### src/rtl/mul_seq_ctrl.sv
// -----------------------------------------------------------------------------
// mul_seq_ctrl
//
// Sequencer for a multi-cycle unsigned shift-add multiplier sitting in the EX
// stage. A multiply is accepted from ID/EX when start is raised in IDLE. While
// iterating, the front of the pipeline (PC, IF/ID, ID/EX) is frozen through
// stall. When iteration finishes, the full 2*XLEN-bit product is published on
// result/result_hi and done pulses for one cycle with stall low, so EX/MEM
// captures the product. A flush aborts the operation without a done pulse.
//
// Parameters
//   XLEN       operand width; the product is 2*XLEN bits
//   EARLY_OUT  1: stop once the remaining multiplier bits are all zero
//              0: always run XLEN iterations
//   CNT_W      iteration counter width; 2**CNT_W must exceed XLEN
//
// Ports
//   clk        rising-edge clock
//   reset      asynchronous, active-low reset
//   start      multiply request, sampled only in IDLE
//   flush      abort the current operation (branch/jump flush)
//   op_a       multiplicand, sampled with start
//   op_b       multiplier, sampled with start
//   stall      hold PC / IF-ID / ID-EX write enables low
//   busy       high in RUN and DONE
//   done       one-cycle pulse; result/result_hi valid
//   result     product[XLEN-1:0]
//   result_hi  product[2*XLEN-1:XLEN]
// -----------------------------------------------------------------------------
module mul_seq_ctrl #(
  parameter int XLEN      = 32,
  parameter bit EARLY_OUT = 1'b1,
  parameter int CNT_W     = 6
) (
  input  logic            clk,
  input  logic            reset,
  input  logic            start,
  input  logic            flush,
  input  logic [XLEN-1:0] op_a,
  input  logic [XLEN-1:0] op_b,
  output logic            stall,
  output logic            busy,
  output logic            done,
  output logic [XLEN-1:0] result,
  output logic [XLEN-1:0] result_hi
);

  typedef enum logic [1:0] {
    IDLE = 2'd0,
    RUN  = 2'd1,
    DONE = 2'd2
  } state_t;

  state_t state;
  state_t state_nxt;

  // Datapath: the multiplicand is pre-widened so that shifting it left never
  // loses bits and the accumulator add cannot overflow.
  logic [2*XLEN-1:0] mcand;
  logic [2*XLEN-1:0] acc;
  logic [XLEN-1:0]   mplier;
  logic [CNT_W-1:0]  cnt;

  // Per-cycle control strobes decoded by the FSM.
  logic accept;    // load operands, enter RUN
  logic iterate;   // perform one shift-add step
  logic capture;   // publish acc on result/result_hi
  logic run_exit;  // RUN has nothing left to do

  // Exit is checked before iterating: a zero multiplier (early-out) or a full
  // count leaves RUN without touching the datapath in that cycle.
  always_comb begin
    run_exit = (cnt == CNT_W'(XLEN)) || (EARLY_OUT && (mplier == '0));
  end

  // ---------------------------------------------------------------------------
  // FSM state register
  // ---------------------------------------------------------------------------
  // NOTE: sequential state is updated with non-blocking assignments so every
  // register samples pre-edge values regardless of process ordering.
  always_ff @(posedge clk or negedge reset) begin
    if (!reset) begin
      state <= IDLE;
    end else begin
      state <= state_nxt;
    end
  end

  // ---------------------------------------------------------------------------
  // FSM next-state and outputs
  // ---------------------------------------------------------------------------
  // NOTE: every output of this block gets a default first, so no path through
  // the case statement leaves a signal unassigned and infers a latch.
  always_comb begin
    state_nxt = state;
    stall     = 1'b0;
    busy      = 1'b0;
    done      = 1'b0;
    accept    = 1'b0;
    iterate   = 1'b0;
    capture   = 1'b0;

    unique case (state)
      IDLE: begin
        // Flush beats start. stall is raised in the request cycle itself so
        // the multiply instruction stays parked in ID/EX. The reset term keeps
        // stall low while reset is held, whatever start does.
        if (start && !flush && reset) begin
          accept    = 1'b1;
          stall     = 1'b1;
          state_nxt = RUN;
        end
      end

      RUN: begin
        busy  = 1'b1;
        stall = 1'b1;
        if (flush) begin
          // Abort: no capture, so result/result_hi keep the previous product.
          state_nxt = IDLE;
        end else if (run_exit) begin
          capture   = 1'b1;
          state_nxt = DONE;
        end else begin
          iterate = 1'b1;
        end
      end

      DONE: begin
        // stall stays low so the pipeline advances and EX/MEM takes the
        // product; start here is ignored because IDLE is the only entry point.
        busy      = 1'b1;
        done      = 1'b1;
        state_nxt = IDLE;
      end

      default: begin
        state_nxt = IDLE;
      end
    endcase
  end

  // ---------------------------------------------------------------------------
  // Shift-add datapath and result registers
  // ---------------------------------------------------------------------------
  always_ff @(posedge clk or negedge reset) begin
    if (!reset) begin
      mcand     <= '0;
      mplier    <= '0;
      acc       <= '0;
      cnt       <= '0;
      result    <= '0;
      result_hi <= '0;
    end else begin
      if (accept) begin
        mcand  <= {{XLEN{1'b0}}, op_a};
        mplier <= op_b;
        acc    <= '0;
        cnt    <= '0;
      end else if (iterate) begin
        if (mplier[0]) begin
          acc <= acc + mcand;
        end
        mcand  <= mcand << 1;
        mplier <= mplier >> 1;
        cnt    <= cnt + CNT_W'(1);
      end

      if (capture) begin
        result    <= acc[XLEN-1:0];
        result_hi <= acc[2*XLEN-1:XLEN];
      end
    end
  end

endmodule

### config.mk
export PLATFORM = sky130hd
export DESIGN_NAME = mul_seq_ctrl
export DESIGN_NICKNAME = d
export VERILOG_FILES = /design/src/rtl/mul_seq_ctrl.sv
export SDC_FILE = /design/constraint.sdc
export NUM_CORES = 1
export LEC_CHECK = 0
export CAP_MARGIN = 10
export CORE_MARGIN = 1.5
export CORE_UTILIZATION = 25
export CTS_BUF_LIST = sky130_fd_sc_hd__clkbuf_16
export DETAILED_ROUTE_END_ITERATION = 10
export MAX_ROUTING_LAYER = met4
export PLACE_DENSITY = 0.38
export SLEW_MARGIN = 5
export SYNTH_ARGS = -nofsm -noshare
export SYNTH_HDL_FRONTEND = slang
export SYNTH_SLANG_ARGS = --single-unit
### constraint.sdc
create_clock -name clk -period 4.2 [get_ports clk]
set_input_delay 1.05 -clock clk [delete_from_list [all_inputs] [get_ports clk]]
set_output_delay 1.05 -clock clk [all_outputs]
set_load 0.01 [all_outputs]
## After elaboration in Yosys (flattened, before gate mapping)

Cells that the tools add are included.

- Add/subtract/negate cells: 2
- Equal/unequal tests: 5
- Reduce and logical (&&, ||, !) cells: 11
- Muxes and demuxes: 24

Operators with widths:

| operator | count |
|---|---|
| 64-bit 2-to-1 mux | 5 |
| 64-bit adder | 1 |
| 32-bit 2-to-1 mux | 2 |
| 32-bit zero test | 1 |
| 6-bit 2-to-1 mux | 2 |
| 1-bit 2-to-1 mux | 10 |
| 6-bit by 1-bit adder with 6-bit output, second input constant | 1 |
| 6-bit == test, second input constant | 1 |
| 2-bit 2-to-1 mux | 3 |
| 2-bit one-hot mux with 2 select lines | 1 |
| 2-bit AND reduction | 2 |
| 2-bit nonzero test | 2 |
| 3-bit != test, second input constant | 1 |
| 2-bit by 1-bit == test with 1-bit output, second input constant | 1 |
| 2-bit == test, second input constant | 1 |
| 1-bit logical AND | 2 |
| 2-bit zero test | 1 |
| 2-bit != test, second input constant | 1 |
| 1-bit one-hot mux with 2 select lines | 1 |
| 2-bit OR reduction | 1 |
| 1-bit zero test | 1 |
| 1-bit logical OR | 1 |

- Bits in registers: 232
- Bits of input ports: 68
- Logic and storage cells: 49
- Output and inout port bits: 67

## Longest topological paths before layout

Gate-level depths: netlist of run 1.

- Depth after elaboration: 7
- Gate-level depth with buffers: 13
- Depth with buffers taken out: 13

## Worst setup path after synthesis of run 1

Ideal clock, no wire load.

- Kind: reg-to-reg
- From: register mcand[6]
- To: register acc[55]
- Setup time: 0.122 ns
- Required time: 4.078 ns
- Arrival: 2.903 ns
- Clock period less this slack: 3.024 ns
- Stages on the path, launching flop included: 13
- Path slack: 1.176 ns
- Buffers on the path: 0
- Path through: dfrtp_1 ha_1 a21o_1 a21o_1 a21o_1 a21oi_2 a41oi_2 a31oi_2 o21ai_2 a311oi_4 nor4_2 or3_1 a32o_1

- Cells in the longest elaborated chain, start to end: 4

RTL lines:

| element | line | text |
|---|---|---|
| from (decl) | 59 | `logic [2*XLEN-1:0] mcand;` |
| from (signal assigned) | 156 | `mcand <= {{XLEN{1'b0}}, op_a};` |
| from (signal assigned) | 164 | `mcand <= mcand << 1;` |
| 64-bit adder | 162 | `acc <= acc + mcand;` |
| 64-bit 2-to-1 mux | 161 | `if (mplier[0]) begin` |
| 64-bit 2-to-1 mux | 160 | `end else if (iterate) begin` |
| 64-bit 2-to-1 mux | 155 | `if (accept) begin` |
| to (signal assigned) | 162 |  |
| to (decl) | 60 | `logic [2*XLEN-1:0] acc;` |

Every way passes these cells. The select of a mux whose other input is x is not followed.
A chain may end at the register's enable or synchronous reset.

## Worst setup path after layout of run 1

- From: input port flush
- To: output port stall

- Cells in the longest elaborated chain, start to end: 5

RTL lines:

| element | line | text |
|---|---|---|
| from (decl) | 38 | `input logic flush,` |
| 1-bit zero test | 108 | `if (start && !flush && reset) begin` |
| 1-bit logical AND (2 in a row) | 108 |  |
| 1-bit 2-to-1 mux | 108 |  |
| 1-bit one-hot mux with 2 select lines | 103 | `unique case (state)` |
| to (decl) | 41 | `output logic stall,` |

Every way passes these cells.

==> impl_summary.md, run 1 <==
Clock tree
Clock-pin slew was measured on the worst setup and hold paths at 0.06 ns. The clock latency on the worst-skew pair is 0.57 ns. Counting every sink on the clock net gives approximately 230. The root buffer cell chosen for the clock tree is sky130_fd_sc_hd__clkbuf_16.

The hold-fix buffer count after cts is 0. Post-CTS timing repair inserted 0 buffers for setup. TritonCTS built the clock tree. Counting the buffers created by CTS gives 29. The count of cells resized by post-cts repair is 0. The maximum clock insertion buffer count is 3. The number of levels in the clock H-tree is 1.

Run status
The run finished with clean final reports.

Place
Timing analysis after detailed placement gives a worst setup slack of approximately 0.43 ns. Detailed placement ended at an HPWL of around 28 mm. The number of placed instances with taps included is between 2000 and 2500. Input and output buffers added on the ports amount to about 130.

The placer congestion estimate is between 0.7 and 0.8.

Route
The via-per-instance ratio is 4.78. The wire length the detailed router placed on met1 is 19.9 mm. Wire segments on met3 add up to around 1.7 mm in the final route. After detailed routing, the total wire length is ~40 mm. The total number of vias is 10669. After detailed routing, the met2 layer carries about 18 mm of wire.

After the first detailed-routing iteration, the DRC count stood at 519. The iteration count of the initial detailed-routing pass is 5. The count of antenna-violating nets left after detailed routing is 0. The final routed DRC violation total is 0. The highest routing layer actually used is met4.

In the final routed layout, each cell accounts on average for between 15 and 20 µm.

Yosys
The most frequently used flop master after synthesis is sky130_fd_sc_hd__dfrtp_1. After synthesis, the most frequently instantiated cells are sky130_fd_sc_hd__nand2_1 (303), sky130_fd_sc_hd__dfrtp_1 (232), sky130_fd_sc_hd__a21oi_1 (105). The cell area after synthesis is 12900 µm². Synthesis produced a netlist with a net count of 1554. The post-synthesis area per instance is 9.13 µm². The most frequent cell after synthesis is sky130_fd_sc_hd__nand2_1. The simple-gate portion of the synthesized area is between 10% and 20%. Summed over its instances, the top area cell type makes up between 40% and 50% of the synthesized netlist area. Summed over all instances, the cell type with the most area after synthesis is sky130_fd_sc_hd__dfrtp_1.

The fraction of synthesized area in multiplexers is 5.81%. The synthesis-stage register bit count is 232. Counting flops with a built-in enable in the synthesized netlist gives 0. The parity-gate share of the synthesized area counting xor and xnor cells is under 10%.

The post-synthesis adder-cell area fraction is roughly 6.7%. Ranked by total cell area, the synthesized netlist is headed by sky130_fd_sc_hd__dfrtp_1 (45%), sky130_fd_sc_hd__nand2_1 (8.8%), sky130_fd_sc_hd__ha_1 (6.6%), sky130_fd_sc_hd__mux2_2 (5.7%), sky130_fd_sc_hd__a21oi_1 (4.1%). In the synthesized netlist, the number of instances is around 1400. The synthesized netlist devotes a little under 20% of its cell area to compound gates.

The count of unique library cells instantiated by Yosys is 68. The largest family of logic cells by synthesized area is compound AO/OA/AOI/OAI gates. The count of warnings emitted by yosys is 0. For this run, the register share of the synthesized area comes to approximately 45%.

The fraction of registers with async set/reset is between 90% and 100%.

Finish
The combined area of the multi-input logic cells is about 7000 µm². The post-route netlist has 9.94% of its cells at a drive strength greater than 1. For this run, the post-layout net count is about 1700. The count of cells in the finished layout, fillers not included, comes to between 2000 and 2500. The register area is ~5800 µm². The layout overhead on the synthesized area is 23.1%.

After filler insertion, the fill cell instance count of the layout stands at around 5400.

Power
The power per unit of standard cell area is between 500 and 600 nW/µm². Summed over all cells, the static leakage comes to 7.30 nW. Across the VDD grid, the largest voltage drop is 271 µV.

Global routing
The first-pass GRT wire length is 64.5 mm. The global router's overall resource usage is between 10% and 20%. The initial antenna violation count is 2. The number of global-route vias before repair is about 11000. The maximum number of pins on one net before global-route repair is around 120. For this run the aggregate overflow at the end of global routing stands at 0.

Critical path
In this design, the largest share of critical-path delay is due to buffers and inverters. STA classifies the critical path startpoint as an input port. The critical path buffer and inverter count is 2. Traced cell by cell, the critical path runs through clkdlybuf4s50_1 -> nor2_1 -> nand2_4 -> nand2b_1 -> clkdlybuf4s50_1.

Along the worst path, the maximum fanout reaches 6. The slowest cell on the critical path is sky130_fd_sc_hd__clkdlybuf4s50_1. The critical path is of the in -> out type. At the worst endpoint, the required time is 3.15 ns. Data on the critical path arrives at its endpoint at 2.66 ns. The most used cell along the critical path is sky130_fd_sc_hd__clkdlybuf4s50_1. The peak per-stage delay on the critical path is around 0.57 ns. The endpoint class of the critical path is an output pin.

STA
The worst pin sits at a relative slew slack of between 30 and 40%. The final setup violation count is 0. For the final routed database, the setup TNS stands at 0 ns.

For the final database, setup skew stands at approximately 0.011 ns. The total count of hold-check failures in the final report was 0. At the pin with the least slew margin, the transition time is around 0.94 ns. The max-slew violation count is 0. After layout, the minimum clock period comes to ~3.7 ns. Static timing analysis puts the maximum clock frequency at between 200 and 300 MHz. After layout, the worst setup slack is slightly below 0.5 ns. Setup repair after global routing left no endpoint under its margin. Of the available clock period, the critical path in the final layout requires about nine tenths.

Floorplanning
The initial utilization of the core area, before any placement, comes to roughly a quarter. The horizontal extent of the die is between 200 and 250 µm. The height of the chip is 230 µm. The floorplan step defined a die boundary enclosing between 50000 and 60000 µm².

The core area is between 50000 and 60000 µm². The row count is slightly above 80. between 100 and 150 I/O pins were placed.

Hold path
The min-delay analysis places its worst path in the category reg -> reg.

Flow run
The number of max-cap violations is 0.
[layout by cell type, fill, tap and decap left out, types with 6 or more instances in the layout]
cell,count
sky130_fd_sc_hd__nand2_1,302
sky130_fd_sc_hd__clkbuf_16,29
sky130_fd_sc_hd__a22o_1,7
sky130_fd_sc_hd__and2_1,6
sky130_fd_sc_hd__nor4_1,8
sky130_fd_sc_hd__clkdlybuf4s50_1,133
sky130_fd_sc_hd__clkinv_1,9
sky130_fd_sc_hd__o21ai_0,88
sky130_fd_sc_hd__nor3_1,8
sky130_fd_sc_hd__xor2_1,29
sky130_fd_sc_hd__nand3_1,12
sky130_fd_sc_hd__a21o_1,53
sky130_fd_sc_hd__ha_1,68
sky130_fd_sc_hd__xnor2_1,34
sky130_fd_sc_hd__nand4_1,23
sky130_fd_sc_hd__nor2_1,101
sky130_fd_sc_hd__a21oi_1,104
sky130_fd_sc_hd__dfrtp_1,232
sky130_fd_sc_hd__o21bai_1,17
sky130_fd_sc_hd__inv_1,25
sky130_fd_sc_hd__mux2_2,65
sky130_fd_sc_hd__buf_4,22
sky130_fd_sc_hd__o21a_1,6
sky130_fd_sc_hd__a31oi_1,66
[state kept, by name (all words and copies together) (netlist names)]
| signal | count |
|---|---|
| mcand | 64 |
| acc | 64 |
| cnt | 6 |
| result | 32 |
| result_hi | 32 |
| mplier | 32 |
| state | 2 |
[path summary, 6_finish.rpt]
path,startpoint,end,slack (ns),depth (start not counted)
max,flush,stall,0.49,5
max reg2reg,mcand[0]$_DFFE_PN0P_,acc[62]$_DFFE_PN0P_,0.59,14
max in group asynchronous,reset,result_hi[8]$_DFFE_PN0P_,2.14,3
min in group asynchronous,reset,mcand[14]$_DFFE_PN0P_,0.56,2
min reg2reg,result_hi[25]$_DFFE_PN0P_,result_hi[25]$_DFFE_PN0P_,0.50,1
min,result_hi[25]$_DFFE_PN0P_,result_hi[25]$_DFFE_PN0P_,0.50,1
[cell families after synthesis]
| logic type | after synthesis |
|---|---|
| AOI/OAI and AO/OA | 393 |
| xor gates and xnor gates | 63 |
| adders and majority gates | 69 |
| buffers and inverters | 97 |
| DFF | 232 |
| muxes | 67 |
| and+or+nand+nor | 496 |
[layout make-up]
type                       count  area share (%)
inverter                      19           0.448
clock buffer                  29            4.56
sequential                   232            36.5
clock inverter                24           0.707
antenna                        2          0.0314
timing repair buffer         158            9.74
multi-input combinational   1088            42.7
tap                          680            5.34
[worst reg2reg max path: stages, from the launching register on]
cell	delay (ns)
sky130_fd_sc_hd__dfrtp_1	0.40
sky130_fd_sc_hd__ha_1	0.23
sky130_fd_sc_hd__fa_1	0.40
sky130_fd_sc_hd__a21oi_1	0.20
sky130_fd_sc_hd__nand4b_1	0.17
sky130_fd_sc_hd__a2111oi_0	0.11
sky130_fd_sc_hd__buf_4	0.16
sky130_fd_sc_hd__o31ai_2	0.35
sky130_fd_sc_hd__o22ai_1	0.19
sky130_fd_sc_hd__o31a_2	0.37
sky130_fd_sc_hd__a21oi_1	0.27
sky130_fd_sc_hd__o31a_1	0.22
sky130_fd_sc_hd__o21ai_1	0.10
sky130_fd_sc_hd__xor2_1	0.14
sky130_fd_sc_hd__a22o_1	0.19
[power by group]
group	internal, mW	switching, mW
registers	2.72	0.481
logic	1.31	1.95
clock network	1.24	1.03
[stage by stage]
stage / hold WS [ns] / util (%) / power, mW / area (µm²)
global placement: 0.490 / 29.5 / 6.52 / 15100
global route: 0.518 / 31.1 / 9.44 / 15900
finish: 0.501 / 31.1 / 8.73 / 15900
CTS: 0.505 / 31.1 / 8.87 / 15900
detailed placement: 0.492 / 29.5 / 6.51 / 15100
floorplan: 0.471 / - / 5.47 / 12900
[metal layers]
layer	up-vias	GRT usage, %
li1	5259	-
met1	5201	21.6
met2	156	23.8
met3	53	2.75
met4	0	3.98
met5	-	-
Power figures use the tool's default switching activity.
==> run 2, diff against run 1 <==
--- a/config.mk
+++ b/config.mk
@@ -5,13 +5,14 @@
 export SDC_FILE = /design/constraint.sdc
 export NUM_CORES = 1
 export LEC_CHECK = 0
+export ABC_AREA = 1
 export CAP_MARGIN = 10
 export CORE_MARGIN = 1.5
 export CORE_UTILIZATION = 25
 export CTS_BUF_LIST = sky130_fd_sc_hd__clkbuf_16
 export DETAILED_ROUTE_END_ITERATION = 10
 export MAX_ROUTING_LAYER = met4
-export PLACE_DENSITY = 0.38
+export PLACE_DENSITY = 0.37
 export SLEW_MARGIN = 5
 export SYNTH_ARGS = -nofsm -noshare
 export SYNTH_HDL_FRONTEND = slang
==> impl_summary.md, run 2 <==
Global routing
The number of global-route vias before repair came to 14883 (was 11110). The global router's overall resource usage is 18.7% (was 15.7%). The initial antenna violation count is 1 (was 2). The maximum number of pins on one net before global-route repair is 118 (was 116). The total overflow reported by the global router is 0 (unchanged). The first-pass GRT wire length is 88.2 mm (was 64.5 mm).

Route
The post-detailed-routing wire length is 56.1 mm (was 39.9 mm). The average routed wire per standard cell is 17.3 µm (was 17.9 µm). The number of DRC markers after the initial detailed-route iteration came to 827 (was 519).

The total number of vias is 14490 (was 10669). The count of antenna-violating nets left after detailed routing is 0 (unchanged). The iteration count of the initial detailed-routing pass is 5 (unchanged). The final routed DRC violation total came to 0 (unchanged). The via-per-instance ratio was 4.47 (was 4.78).

Critical path
The signal arrival time at the worst endpoint is 2.64 ns (was 2.66 ns). The sort of element at the start of the critical path is an input port (unchanged). The slowest cell on the critical path is sky130_fd_sc_hd__clkdlybuf4s50_1 (unchanged). The maximum fanout count along the critical path is 13 (was 6).

The worst path required time was 3.15 ns (about the same). The dominant delay contributor by cell family on the critical path is buffers and inverters (unchanged). The type of the worst setup path is in -> out (unchanged). The critical path buffer and inverter count is 2 (unchanged). The peak per-stage delay on the critical path was 0.54 ns (was 0.57 ns). The endpoint class of the critical path is an output pin (unchanged). Worst-path cell chain: clkdlybuf4s50_1 -> nand2_1 -> nor2_1 -> nand2_4 -> nand2_1 -> clkdlybuf4s50_1 (was clkdlybuf4s50_1 -> nor2_1 -> nand2_4 -> nand2b_1 -> clkdlybuf4s50_1).

The worst reg-to-reg setup slack is 1.29 ns (was 0.59 ns).

Yosys
The most frequently used flop master after synthesis is sky130_fd_sc_hd__dfrtp_1 (unchanged). The count of unique library cells instantiated by Yosys is 32 (was 68). The fraction of registers with async set/reset is 100% (unchanged). The complex-gate fraction of the synthesized area came to 6.57% (was 19.3%). The simple-gate portion of the synthesized area is 36.6% (was 16.2%). The count of warnings emitted by yosys is 0 (unchanged). The largest family of logic cells by synthesized area is simple AND/OR/NAND/NOR gates (was compound AO/OA/AOI/OAI gates). The post-synthesis area per instance is 6.57 µm² (was 9.13 µm²). The cell type contributing the most total cell area after synthesis was sky130_fd_sc_hd__dfrtp_1 (unchanged). The fraction of synthesized area in multiplexers is 0% (was 5.81%). The number of instances in the synthesized netlist is 2319 (was 1417). The net count of the mapped netlist is 2456 (was 1554). Most common library cells after synthesis: sky130_fd_sc_hd__nand2_1 (935), sky130_fd_sc_hd__inv_1 (391), sky130_fd_sc_hd__nand3_1 (257) (was sky130_fd_sc_hd__nand2_1 (303), sky130_fd_sc_hd__dfrtp_1 (232), sky130_fd_sc_hd__a21oi_1 (105)).

The cell area after synthesis is 15200 µm² (was 12900 µm²). The parity-gate share of the synthesized area counting xor and xnor cells was 1.32% (was 4.26%). Leading cell types by total area after synthesis: sky130_fd_sc_hd__dfrtp_1 (38%), sky130_fd_sc_hd__nand2_1 (23%), sky130_fd_sc_hd__inv_1 (9.6%), sky130_fd_sc_hd__nand3_1 (8.4%), sky130_fd_sc_hd__ha_1 (5.6%) (was sky130_fd_sc_hd__dfrtp_1 (45%), sky130_fd_sc_hd__nand2_1 (8.8%), sky130_fd_sc_hd__ha_1 (6.6%), sky130_fd_sc_hd__mux2_2 (5.7%), sky130_fd_sc_hd__a21oi_1 (4.1%)). The most frequent cell after synthesis is sky130_fd_sc_hd__nand2_1 (unchanged). The count of flip-flops with a built-in enable after synthesis is 0 (unchanged). The top cell type's share of synthesized area is 38.1% (was 44.9%). The sequential element share of the synthesized area is 38.1% (was 44.9%). The synthesis-stage register bit count was 232 (unchanged). The post-synthesis adder-cell area fraction is 5.71% (was 6.73%).

Power
The total power after layout is 9.26 mW (was 8.73 mW). The power per unit of standard cell area is 501 nW/µm² (was 548 nW/µm²). The reported leakage power is 9.88 nW (was 7.30 nW). The worst vdd rail ir drop is 260 µV (was 271 µV).

STA
The period utilization is 87.9% (was 88.3%). The clock skew is 0.0156 ns (was 0.0112 ns). The total count of hold-check failures in the final report is 0 (unchanged). The shortest clock period the worst path allows after layout was 3.69 ns (was 3.71 ns). The summed negative setup slack over all endpoints is 0 ns (unchanged). The final setup violation count came to 0 (unchanged).

The slew at the pin with the worst max-slew slack is 1.00 ns (was 0.938 ns). The worst-case headroom to the max-slew limit is 33.2% (was 37.5%). The highest achievable clock rate is 271 MHz (was 270 MHz). The max-slew violation count came to 0 (unchanged). RSZ-0062 raised after global routing: false (unchanged).

Clock tree
The total setup buffers inserted after CTS is 0 (unchanged). The CTS sink count is 232 (unchanged). The master cell of the clock root buffer is sky130_fd_sc_hd__clkbuf_16 (unchanged).

The number of levels in the clock H-tree is 1 (unchanged). The TritonCTS clock tree is yes (unchanged). The maximum clock insertion buffer count is 3 (unchanged).

The clock latency on the worst-skew pair is 0.59 ns (was 0.57 ns). The number of CTS-inserted buffers is 30 (was 29). The hold-fix buffer count after cts was 0 (unchanged).

The post-CTS clock slew at the launch and capture registers of the worst setup and hold paths is 0.05 ns (was 0.06 ns). The count of cells resized by post-cts repair is 0 (unchanged).

Floorplanning
The core area was 60400 µm² (was 51200 µm²). The number of I/O pins is 135 (unchanged). The die footprint came to 62500 µm² (was 53100 µm²). The initial cell density of the core is 25.3% (about the same). The height of the chip came to 250 µm (was 230 µm). The row count is 90 (was 83). The horizontal extent of the die is 250 µm (was 230 µm).

Place
The total half-perimeter wirelength after legalization and detailed placement is 42.3 mm (was 28.3 mm). The count of input and output buffers was 134 (unchanged). The placer congestion estimate was 0.889 (was 0.780).

Finish
Largest regs: acc x64, mcand x64 (unchanged). The layout net count is 2572 (was 1665). Top library cells by usage in the layout, fill and taps aside: sky130_fd_sc_hd__nand2_1 (932), sky130_fd_sc_hd__inv_1 (394), sky130_fd_sc_hd__nand3_1 (257) (was sky130_fd_sc_hd__nand2_1 (302), sky130_fd_sc_hd__dfrtp_1 (232), sky130_fd_sc_hd__clkdlybuf4s50_1 (133)). The layout overhead on the synthesized area is 21.3% (was 23.1%).

The fraction of layout instances using a drive strength above 1 is 3.90% (was 9.94%). The most common cell after layout, fill and taps aside was sky130_fd_sc_hd__nand2_1 (unchanged).

Flow run
The number of max-cap violations is 0 (unchanged).

Hold path
The worst min-delay path class is reg -> reg (unchanged).

Run status
Run status: complete, no violations (unchanged).
[run 2: logic make-up after synthesis]
logic type | after synthesis
fa+ha+maj | 69
xor+xnor | 23
flops | 232
buf+inv | 465
compound gates | 171
simple gates | 1359
[run 2: per-layer routing]
layer  up-vias  track usage [%]  share of wire [%]
li1       7431                -                  -
met1      6724             25.9                 50
met2       276             29.2                 44
met3        59             2.38                4.1
met4         0             3.97                1.9
met5         -                -                  0
[run 2: worst reg2reg max path: cells and delay by family (launching register included)]
| kind | cells | cell delay [ns] |
|---|---|---|
| and+or+nand+nor | 8 | 1.64 |
| DFF | 1 | 0.42 |
| adders and majority gates | 2 | 0.66 |
| AOI/OAI and AO/OA | 1 | 0.08 |
[run 2: area by class of cell]
cell class,instances,area (µm²)
Inverter,397,1490
Clock buffer,31,776
Sequential cell,232,5810
Fill cell,6729,41900
Multi-Input combinational cell,1622,7670
Tap cell,782,978
Clock inverter,25,228
Timing Repair Buffer,152,1530
Antenna cell,1,2.50
[run 2: report_power, final]
group          internal, mW  leakage [nW]  switching [mW]
Sequential             2.79          3.14           0.482
Combinational          1.17          6.23            2.14
Clock                  1.58         0.506            1.09
[run 2: final timing paths]
kind,cells past startpoint,from,end
max,6,start,stall
min,2,result_hi[19]$_DFFE_PN0P_,result_hi[19]$_DFFE_PN0P_
max reg2reg,11,mcand[0]$_DFFE_PN0P_,acc[28]$_DFFE_PN0P_
min reg2reg,2,result_hi[19]$_DFFE_PN0P_,result_hi[19]$_DFFE_PN0P_
max in group asynchronous,2,reset,result_hi[11]$_DFFE_PN0P_
min in group asynchronous,2,reset,mcand[27]$_DFFE_PN0P_
[run 2: metrics by stage]
stage                     setup WS [ns]  hold slack, ns  utilization, %  instances  area [µm²]
after floorplan                    1.22           0.471               -       2319       15200
after global placement            0.460           0.454            29.0       3185       17500
after detailed placement          0.493           0.458            29.0       3185       17500
after CTS                         0.481           0.472            30.6       3241       18500
after global routing              0.395           0.496            30.6       3242       18500
final                             0.508           0.468            30.6       3242       18500
